<file path="src/rtl/arb_pkg.sv">
// arb_pkg: shared constants, state type and index helper for the round-robin arbiter
package arb_pkg;
    localparam int N_REQ = 4;
    localparam int IDX_W = 2;

    typedef enum logic {IDLE, GRANT} state_t;

    function automatic logic [IDX_W-1:0] onehot_to_idx(input logic [N_REQ-1:0] g);
        return {g[3] | g[2], g[3] | g[1]};
    endfunction
endpackage

</file>
<file path="src/rtl/rr_pick4.sv">
// rr_pick4: combinational round-robin pick starting the search at ptr
module rr_pick4
    import arb_pkg::*;
(
    input  logic [N_REQ-1:0] req,
    input  logic [IDX_W-1:0] ptr,
    output logic [IDX_W-1:0] idx,
    output logic             any
);
    logic [N_REQ-1:0] rot;
    logic [N_REQ-1:0] low;

    // rotate so ptr lands on bit 0, take the lowest set bit, then undo the rotation
    always_comb begin
        rot = 4'({req, req} >> ptr);
        low = rot & (~rot + 4'd1);
        idx = onehot_to_idx(low) + ptr;
        any = |req;
    end
endmodule

</file>
<file path="src/rtl/rr_arbiter4.sv">
// rr_arbiter4: four-requester round-robin arbiter with grant lock and bounded hold time
module rr_arbiter4
    import arb_pkg::*;
#(
    parameter int MAX_HOLD = 8
) (
    input  logic             clk,
    input  logic             rst,
    input  logic [N_REQ-1:0] req,
    output logic [N_REQ-1:0] gnt,
    output logic [IDX_W-1:0] gnt_id,
    output logic             gnt_valid,
    output logic             forced
);
    localparam int CW = $clog2(MAX_HOLD + 1);

    state_t         state;
    logic [IDX_W-1:0] ptr;
    logic [CW-1:0]    cnt;
    logic [IDX_W-1:0] pick;
    logic             any;

    rr_pick4 u_pick (
        .req(req),
        .ptr(ptr),
        .idx(pick),
        .any(any)
    );

    always_ff @(posedge clk) begin
        if (rst) begin
            state     <= IDLE;
            ptr       <= '0;
            cnt       <= '0;
            gnt       <= '0;
            gnt_id    <= '0;
            gnt_valid <= 1'b0;
            forced    <= 1'b0;
        end else if (state == IDLE) begin
            forced <= 1'b0;
            if (any) begin
                state     <= GRANT;
                gnt       <= 4'(1) << pick;
                gnt_id    <= pick;
                gnt_valid <= 1'b1;
                cnt       <= CW'(1);
                ptr       <= pick + 2'd1;
            end
        end else if (!(|(req & gnt)) || cnt == CW'(MAX_HOLD)) begin
            // every release goes through IDLE so the select bus gets a turnaround cycle
            state     <= IDLE;
            forced    <= |(req & gnt);
            cnt       <= '0;
            gnt       <= '0;
            gnt_id    <= '0;
            gnt_valid <= 1'b0;
        end else begin
            cnt <= cnt + CW'(1);
        end
    end
endmodule

</file>
<file path="config.mk">
export PLATFORM = sky130hd
export DESIGN_NAME = rr_arbiter4
export DESIGN_NICKNAME = d
export VERILOG_FILES = /design/src/rtl/arb_pkg.sv /design/src/rtl/rr_pick4.sv /design/src/rtl/rr_arbiter4.sv
export SDC_FILE = /design/constraint.sdc
export NUM_CORES = 1
export LEC_CHECK = 0
export BUFFER_PORTS_ARGS = -buffer_cell sky130_fd_sc_hd__buf_2
export CAP_MARGIN = 5
export CORE_ASPECT_RATIO = 1.1
export CORE_MARGIN = 5
export CORE_UTILIZATION = 30
export DETAILED_ROUTE_END_ITERATION = 7
export GPL_TIMING_DRIVEN = 0
export REMOVE_ABC_BUFFERS = 1
export SKIP_LAST_GASP = 1
export SLEW_MARGIN = 20
export SYNTH_ARGS = -nofsm -noshare
export SYNTH_HDL_FRONTEND = slang
export SYNTH_SLANG_ARGS = --single-unit
</file>
<file path="constraint.sdc">
create_clock -name clk -period 3.4 [get_ports clk]
set_input_delay 0.51 -clock clk [delete_from_list [all_inputs] [get_ports clk]]
set_output_delay 0.51 -clock clk [all_outputs]
set_load 0.02 [all_outputs]
</file>
Word-level counts from Yosys, hierarchy flattened
Cells that the tools add are included.
{ "totals": {"mem_bits_ro": 0, "mem_count": 0, "ff_bits": 15, "out_inout_bits": 8, "latch_bits": 0, "wordCells": 44, "ram_bits": 0, "inputBits": 6} }
{ "op_classes": {"n_reduce_logical": 8, "n_mul": 0, "div_mod_pow": 0, "n_mux": 15, "n_lt_le_gt_ge": 0, "bitwise_logic": 6, "n_shift": 2, "eq_ne": 2, "addsub": 4} }
{ "ops": {"columns": ["op", "count"], "rows": [
  ["2-to-1 mux 4 bit", 6],
  ["adder 4 x 1 -> 4 bit (second input constant)", 2],
  ["AND 4 bit", 2],
  ["OR reduction 4 bit", 2],
  ["right shift 8 x 2 -> 4 bit", 1],
  ["2-to-1 mux 1 bit", 6],
  ["2-to-1 mux 2 bit", 3],
  ["== test 4 bit (second input constant)", 1],
  ["NOT 4 bit", 1],
  ["AND reduction 2 bit", 2],
  ["<< shifter 1 x 2 -> 4 bit (first input constant)", 1],
  ["adder 2 x 1 -> 2 bit (second input constant)", 1],
  ["adder 2 bit", 1],
  ["inequality test 2 x 1 -> 1 bit (second input constant)", 1],
  ["bitwise OR 1 bit", 2],
  ["nonzero test 2 bit", 1],
  ["OR reduction 2 bit", 1],
  ["zero test 1 bit", 1],
  ["logical OR 1 bit", 1],
  ["NOT 1 bit", 1]
]} }

Logic depth before layout (Yosys ltp)
Gate-level depths: netlist of run 1.
{ "logic_depth": {"word_depth": 9, "mapped_depth": 9, "ltp_nobuf": 8} }

Hierarchy
From an unflattened synthesis of run 1, not the netlist that was laid out.
{ "unflattened": {"cells_unflattened": 110, "area_unflattened_um2": 880.8} }
{ "by_module_without_submodules": {"columns": ["module", "instances", "seq_area_each_um2", "cells_each", "area_per_inst_um2"], "rows": [
  ["rr_arbiter4", 1, 300.3, 83, 685.7],
  ["rr_pick4", 1, 0.0, 27, 195.2]
]} }

Worst setup path before layout of run 1
OpenSTA, ideal clock, no wires.
{ "synth_timing": {"kind": "input-to-reg", "from": "in req[2]", "to": "reg ptr[1]", "slack_ns": 0.976, "stages": 8, "required_time_ns": 3.277, "arrival_time_ns": 2.301, "n_path_buf": 1, "setup_time_ns": 0.123, "cell_sequence": "buf_6 -> or4_1 -> o2111ai_1 -> ha_1 -> xor2_1 -> or2_0 -> mux2i_1 -> mux2_1"} }
{ "synth_between": {"elab_chain_len": 7, "word_cells_on_any_way": 10, "cone_classes": "add/sub (3); shift (1); bitwise (4); reduce/logical (2)"} }
{ "synth_lines": {"columns": ["element", "line_no", "rtl"], "rows": [
  ["start, declared", "rr_arbiter4.sv:9", "input logic [N_REQ-1:0] req,"],
  ["right shift 8 x 2 -> 4 bit", "rr_pick4.sv:15", "rot = 4'({req, req} >> ptr);"],
  ["NOT 4 bit", "rr_pick4.sv:16", "low = rot & (~rot + 4'd1);"],
  ["adder 4 x 1 -> 4 bit", "rr_pick4.sv:16", null],
  ["AND 4 bit", "rr_pick4.sv:16", null],
  ["bitwise OR 1 bit", "arb_pkg.sv:9", "return {g[3] | g[2], g[3] | g[1]};"],
  ["adder 2 bit", "rr_pick4.sv:17", "idx = onehot_to_idx(low) + ptr;"],
  ["adder 2 x 1 -> 2 bit", "rr_arbiter4.sv:47", "ptr <= pick + 2'd1;"],
  ["end signal, assigned", "rr_arbiter4.sv:47", null],
  ["end, declared", "rr_arbiter4.sv:18", "logic [IDX_W-1:0] ptr;"]
]} }
Several ways; a longest one is shown, not always the timed one.
A chain may end at the register's enable or synchronous reset.

Worst setup path after layout of run 1
{ "layout_timing": {"from": "reg ptr[0]", "to": "reg ptr[1]"} }
{ "layout_between": {"elab_chain_len": 7, "word_cells_on_any_way": 8, "cone_classes": "add/sub (3); shift (1); bitwise (4)"} }
{ "layout_lines": {"columns": ["element", "line_no"], "rows": [
  ["right shift 8 x 2 -> 4 bit", "rr_pick4.sv:15"],
  ["NOT 4 bit", "rr_pick4.sv:16"],
  ["adder 4 x 1 -> 4 bit", "rr_pick4.sv:16"],
  ["AND 4 bit", "rr_pick4.sv:16"],
  ["bitwise OR 1 bit", "arb_pkg.sv:9"],
  ["adder 2 bit *", "rr_pick4.sv:17"],
  ["adder 2 x 1 -> 2 bit *", "rr_arbiter4.sv:47"]
]} }
Mark *: on every way between the ends. The rest lies on a longest branch, timed or not.

==> metrics.md, run 1 <==
| Metric | Value |
|---|---|
| Synth top area share | 32.6% |
| Critical Path Sink Type | register |
| Clock transition at path regs | 90 ps |
| Final hold vios | 0 |
| CTS Buf Count | 3 |
| Placement Setup Slack | 790 ps |
| Least-Margin Pin Slew | 473 ps |
| Yosys warns | 0 |
| Clock sink count | 15 |
| Routed WL | 1960 µm |
| Vias in the first global route | 816 |
| #FFs+latches synth | 15 |
| Mapped cell area | 921 µm² |
| Startpoint class of the critical path | register |
| Max-slew violations | 0 |
| Port Buffer Count | 13 |
| Leak Pwr | 0.413 nW |
| Yosys top cell by area | dfxtp_1 |
| HPWL after DPL | 1500 µm |
| Worst Reg2Reg Path Length in Cells | 8 |
| Worst reg2reg endpoint | ptr[1] |
| R2r startpoint | ptr[0] |
| Root Driver | clkbuf_4 |
| Final worst slack | 923 ps |
| Diodes inserted | 0 |
| Hold path depth | 1 |
| Hold Crit Start | gnt_valid |
| EDFF count, synth | 0 |
| Initial Util | 30.7% |
| DR vias | 799 |
| CTS tree | built |
| Post-CTS setup buffers | 0 |
| Min cycle time layout | 2480 ps |
| Setup Total Neg Slack | 0 ps |
| Cts repair resizes | 0 |
| Width of the die | 62.8 µm |
| CP required | 3580 ps |
| Run status | finished clean |
| Die span in y | 68.1 µm |
| Reg2Reg Setup Slack | 920 ps |
| WHS Endpoint | gnt_valid |
| Setup Skew | 7.31 ps |
| First-pass iteration count of the detailed router | 3 |
| Post-layout net count | 122 |
| Tcrit/Tclk final | 72.9% |
| Final Setup Violations | 0 |
| RSZ-0062 raised after global routing | false |
| Largest net degree at the start of global routing | 15 |
| IO Pins | 14 |
| CTS max path bufs | 2 |
| Commonest cells post-synth | dfxtp_1, nor2_1, a21oi_1, nand2_1, o21ai_0 |
| First-pass GRT wire length | 3570 µm |
| Seq/Total Area, Yosys | 32.6% |
| Syn avg cell area | 9.03 µm² |
| Routability cong. | 0.793 |
| # rows | 21 |
| Initial antenna violation count | 0 |
| Largest cells by area after synthesis | dfxtp_1, nor2_1, a32o_1 |
| Most frequent cell after synthesis | dfxtp_1 |
| Core footprint | 0.00300 mm² |
| # fillers | 331 |
| Maxcap violations | 0 |
| # DRC | 0 |
| Worst-Skew Late Latency | 290 ps |
| Power per cell area | 670 mW/mm² |
| Initial DRC count | 39 |
| Layout area overhead | 9.38% |
| CP max FO | 14 |
| Synth Instances | 102 |
| Power Total | 0.000674 W |
| Critical Setup Path Class | register to register |
| Fmax | 0.404 GHz |
| Layout cell share with drive strength beyond 1 | 22.3% |
| Post-synth ARST share | 0% |
| Synth unique cells | 49 |
| Vias/cell | 5.47 |
| Peak VDD IR | 0.000366 V |
| Hold_buf cts | 0 |
| Ys flop type | dfxtp_1 |
| Routed Antenna Nets | 0 |
| Slew Limit Headroom | 68.4% |
| Gr usage total | 10.2% |
| Worst path arrival time | 2660 ps |
| HP Class | register to register |
| CTS H-tree depth | 1 |
| Drt wl/cell | 13.4 µm |
| Die Area | 0.00428 mm² |
| GR Overflow Total | 0 |
==> power breakdown <==
part           leakage (nW)  switching, W  internal, W
Sequential            0.123     0.0000536     0.000218
Clock                0.0177     0.0000583    0.0000439
Combinational         0.272      0.000167     0.000133
==> routing by layer <==
layer / GRT usage, % / vias to the layer above / part of all wire (%)
met5: 0 / - / 0
met4: 5.57 / 0 / 2.2
met3: 1.48 / 5 / 4.1
met2: 17.5 / 12 / 46
met1: 12.5 / 380 / 47
li1: - / 402 / -
==> layout by cell type, fill, tap and decap left out, types with 2 or more instances in the layout <==
cell / count
a21oi_1: 5
nor2_1: 11
xor2_1: 2
inv_1: 2
clkbuf_4: 3
nor3b_1: 3
buf_2: 13
a32o_1: 4
nor3_1: 3
nand2b_1: 2
o21ai_0: 5
nand2_1: 5
nand3_1: 2
ha_1: 3
dfxtp_1: 15
o211a_1: 2
nor2_2: 2
==> layout make-up <==
cell class              count  area [µm²]  share of cell area, %
clock buffers               3        22.5                   2.24
well taps                  34        42.5                   4.22
multi-input cells          78         564                   56.0
inverters                   2        7.51                  0.745
clock inverters             1        5.00                  0.497
repair buffers             13        65.1                   6.46
flip-flops and latches     15         300                   29.8
==> worst max path at each step <==
stage,from,end
6_report,ptr[0],ptr[1]
5_1_grt,ptr[0],ptr[1]
4_1_cts,ptr[0],ptr[1]
3_5_place_dp,req[2],ptr[1]
3_3_place_gp,req[2],ptr[1]
2_1_floorplan,req[2],ptr[1]
==> worst max-delay path, stage by stage (launching register included) <==
cell and delay, ps:
dfxtp_1 620, and2b_2 250, a21oi_1 70, o2111ai_1 230, ha_1 320, xor2_1 180
or2_0 200, mux2i_1 150, mux2_1 340
==> through the flow <==
| step | utilization [%] | cell area (µm²) | instances | hold WS [ps] |
|---|---|---|---|---|
| floorplan | - | 872 | 95 | 442 |
| global placement | 32.7 | 980 | 142 | 450 |
| detailed placement | 32.7 | 980 | 142 | 453 |
| CTS | 33.6 | 1010 | 146 | 473 |
| global route | 33.6 | 1010 | 146 | 493 |
| finish | 33.6 | 1010 | 146 | 468 |
==> sequential cells by signal (all words and copies together), names as in the netlist <==
name / cells
cnt: 4
ptr: 2
forced: 1
gnt_id: 2
state: 1
gnt_valid: 1
gnt: 4
==> kinds of logic after synthesis <==
group,share of synthesized area (%)
adders and majority gates,4.08
AOI/OAI and AO/OA,28.8
and+or+nand+nor,22.4
xor gates and xnor gates,3.67
buffers and inverters,6.11
DFF,32.6
muxes,2.31
No activity file was read; power rests on OpenSTA's default activity.
==> run 2, diff against run 1 <==
==> constraint.sdc (replaced) <==
create_clock -name clk -period 2.57 [get_ports clk]
set_input_delay 0.3855 -clock clk [delete_from_list [all_inputs] [get_ports clk]]
set_output_delay 0.3855 -clock clk [all_outputs]
set_load 0.02 [all_outputs]
==> metrics.md, run 2 (synthesized netlist as in run 1, its figures left out) <==
| Metric | Value |
|---|---|
| Clock transition at path regs | 90 ps (about the same) |
| Leak Pwr | 0.413 nW (about the same) |
| Tcrit/Tclk final | 91.8% (+19 points) |
| Power per cell area | 886 mW/mm² (+32%) |
| M1 wire length | 927 µm (+0.11%) |
| Most frequent cells in the layout | dfxtp_1, buf_2, nor2_1 |
| Post-CTS setup buffers | 0 (unchanged) |
| Critical Path Sink Type | register |
| CP required | 2750 ps (-830 ps) |
| Post-layout net count | 122 (unchanged) |
| Layout cell share with drive strength beyond 1 | 23.2% (+0.89 points) |
| Setup Skew | 7.31 ps (unchanged) |
| Critical Setup Path Class | register to register |
| Routed WL | 1970 µm (+0.10%) |
| Routed Antenna Nets | 0 (unchanged) |
| CTS H-tree depth | 1 (unchanged) |
| First-pass GRT wire length | 3570 µm (unchanged) |
| RSZ-0062 raised after global routing | false |
| Most common cell after layout, fill and taps aside | dfxtp_1 |
| Core footprint | 0.00300 mm² (unchanged) |
| CP max FO | 14 (unchanged) |
| Worst-Skew Late Latency | 290 ps (about the same) |
| DP Area | 980 µm² (unchanged) |
| First-pass iteration count of the detailed router | 3 (unchanged) |
| Root Driver | clkbuf_4 |
| DR vias | 799 (unchanged) |
| Crit-path max cell delay | 530 ps (-90 ps) |
| HP Class | input pin to register |
| Routability cong. | 0.793 (unchanged) |
| Hold Crit Start | rst |
| Peak VDD IR | 0.000485 V (+32%) |
| Layout area overhead | 9.51% |
| R2r startpoint | ptr[0] |
| IO Pins | 14 (unchanged) |
| Port Buffer Count | 13 (unchanged) |
| Worst path arrival time | 2540 ps (-120 ps) |
| GR Overflow Total | 0 (unchanged) |
| Slowest cell on crit path | or4_1 |
| Max Used Layer | met4 |
| CTS max path bufs | 2 (unchanged) |
| Vias/cell | 5.47 (unchanged) |
| CTS Buf Count | 3 (unchanged) |
| Met3 routed WL | 81 µm (unchanged) |
| Die Area | 0.00428 mm² (unchanged) |
| Gr usage total | 10.2% (unchanged) |
| Final hold vios | 0 (unchanged) |
| Slew Limit Headroom | 74.9% (+6.5 points) |
| Layout Cell Area excl Fill | 0.00101 mm² (+0.12%) |
| Min cycle time layout | 2360 ps (-118 ps) |
| Top Registers | cnt (4), gnt (4) |
| CP cell instances | or4_1 -> o2111ai_1 -> ha_1 -> xor2_1 -> or2_0 -> mux2i_1 -> mux2_1 |
| Die span in y | 68.1 µm (unchanged) |
| Met2 WL | 912 µm (unchanged) |
| Width of the die | 62.8 µm (unchanged) |
| Max-slew violations | 0 (unchanged) |
| Fmax | 0.424 GHz (+5.0%) |
| CP startpoint | ptr[0] |
| Largest net degree at the start of global routing | 15 (unchanged) |
| HPWL after DPL | 1500 µm (unchanged) |
| Run status | finished clean |
| Final core occ | 33.7% (+0.042 points) |
| Clock sink count | 15 (unchanged) |
| Final Setup Violations | 0 (unchanged) |
| Least-Margin Pin Slew | 373 ps (-100 ps) |
| Diodes inserted | 0 (unchanged) |
| Initial antenna violation count | 0 (unchanged) |
| Setup Total Neg Slack | 0 ps (unchanged) |
| # DRC | 0 (unchanged) |
| Vias in the first global route | 816 (unchanged) |
| Initial DRC count | 39 (unchanged) |
| Initial Util | 30.7% (unchanged) |
| Maxcap violations | 0 (unchanged) |
| Worst Hold Slack | 420 ps (-48.4 ps) |
| Startpoint class of the critical path | register |
| Drt wl/cell | 13.5 µm (+0.10%) |
| # rows | 21 (unchanged) |
| CTS tree | built |
run 2: cell counts in the layout (fill, tap and decap cells not counted):
Identical to the previous run, type by type.
run 2: through the flow:
| stage | cells | power [W] | setup WS (ps) |
|---|---|---|---|
| after floorplan | 95 | 0.000653 | 326 |
| after global placement | 142 | 0.000751 | 107 |
| after detailed placement | 142 | 0.000765 | 84.9 |
| after CTS | 146 | 0.000901 | 89.3 |
| after global routing | 146 | 0.000970 | 59.0 |
| final | 146 | 0.000894 | 210 |
run 2: worst paths after layout:
kind               endpoint  cells after the start  slack [ps]
setup / recovery     ptr[1]                      7         210
hold / removal       cnt[1]                      2         420
setup reg to reg     ptr[1]                      7         210
hold reg to reg   gnt_valid                      1         470
run 2: cell type report:
type	count	area, µm²
clock inverters	1	5.00
clock buffers	3	22.5
inverters	2	7.51
flip-flops and latches	15	302
repair buffers	13	65.1
fillers	330	1990
well taps	34	42.5
multi-input cells	78	564
run 2: metal layers:
| metal | global-route usage, % | vias up |
|---|---|---|
| li1 | - | 402 |
| met1 | 12.5 | 380 |
| met2 | 17.5 | 12 |
| met3 | 1.48 | 5 |
| met4 | 5.57 | 0 |
| met5 | 0 | - |
run 2: what timing repair did:
action | 4_1_cts | 5_1_grt
hold buffers | 0 | 0
setup endpoints to repair | 0 | 1
resized for setup | 0 | 1
run 2: worst max-delay path: cells and delay by family, from the launching register on:
kind / cells / cell delay (ps)
xor gates and xnor gates: 1 / 180
and+or+nand+nor: 2 / 730
DFF: 1 / 410
adders and majority gates: 1 / 320
muxes: 2 / 490
AOI/OAI and AO/OA: 1 / 110
run 2: power breakdown:
group / switching (W) / internal [W] / leakage, nW / total (W)
combinational: 0.000222 / 0.000176 / 0.272 / 0.000398
clock: 0.0000771 / 0.0000580 / 0.0177 / 0.000135
sequential: 0.0000709 / 0.000290 / 0.123 / 0.000361
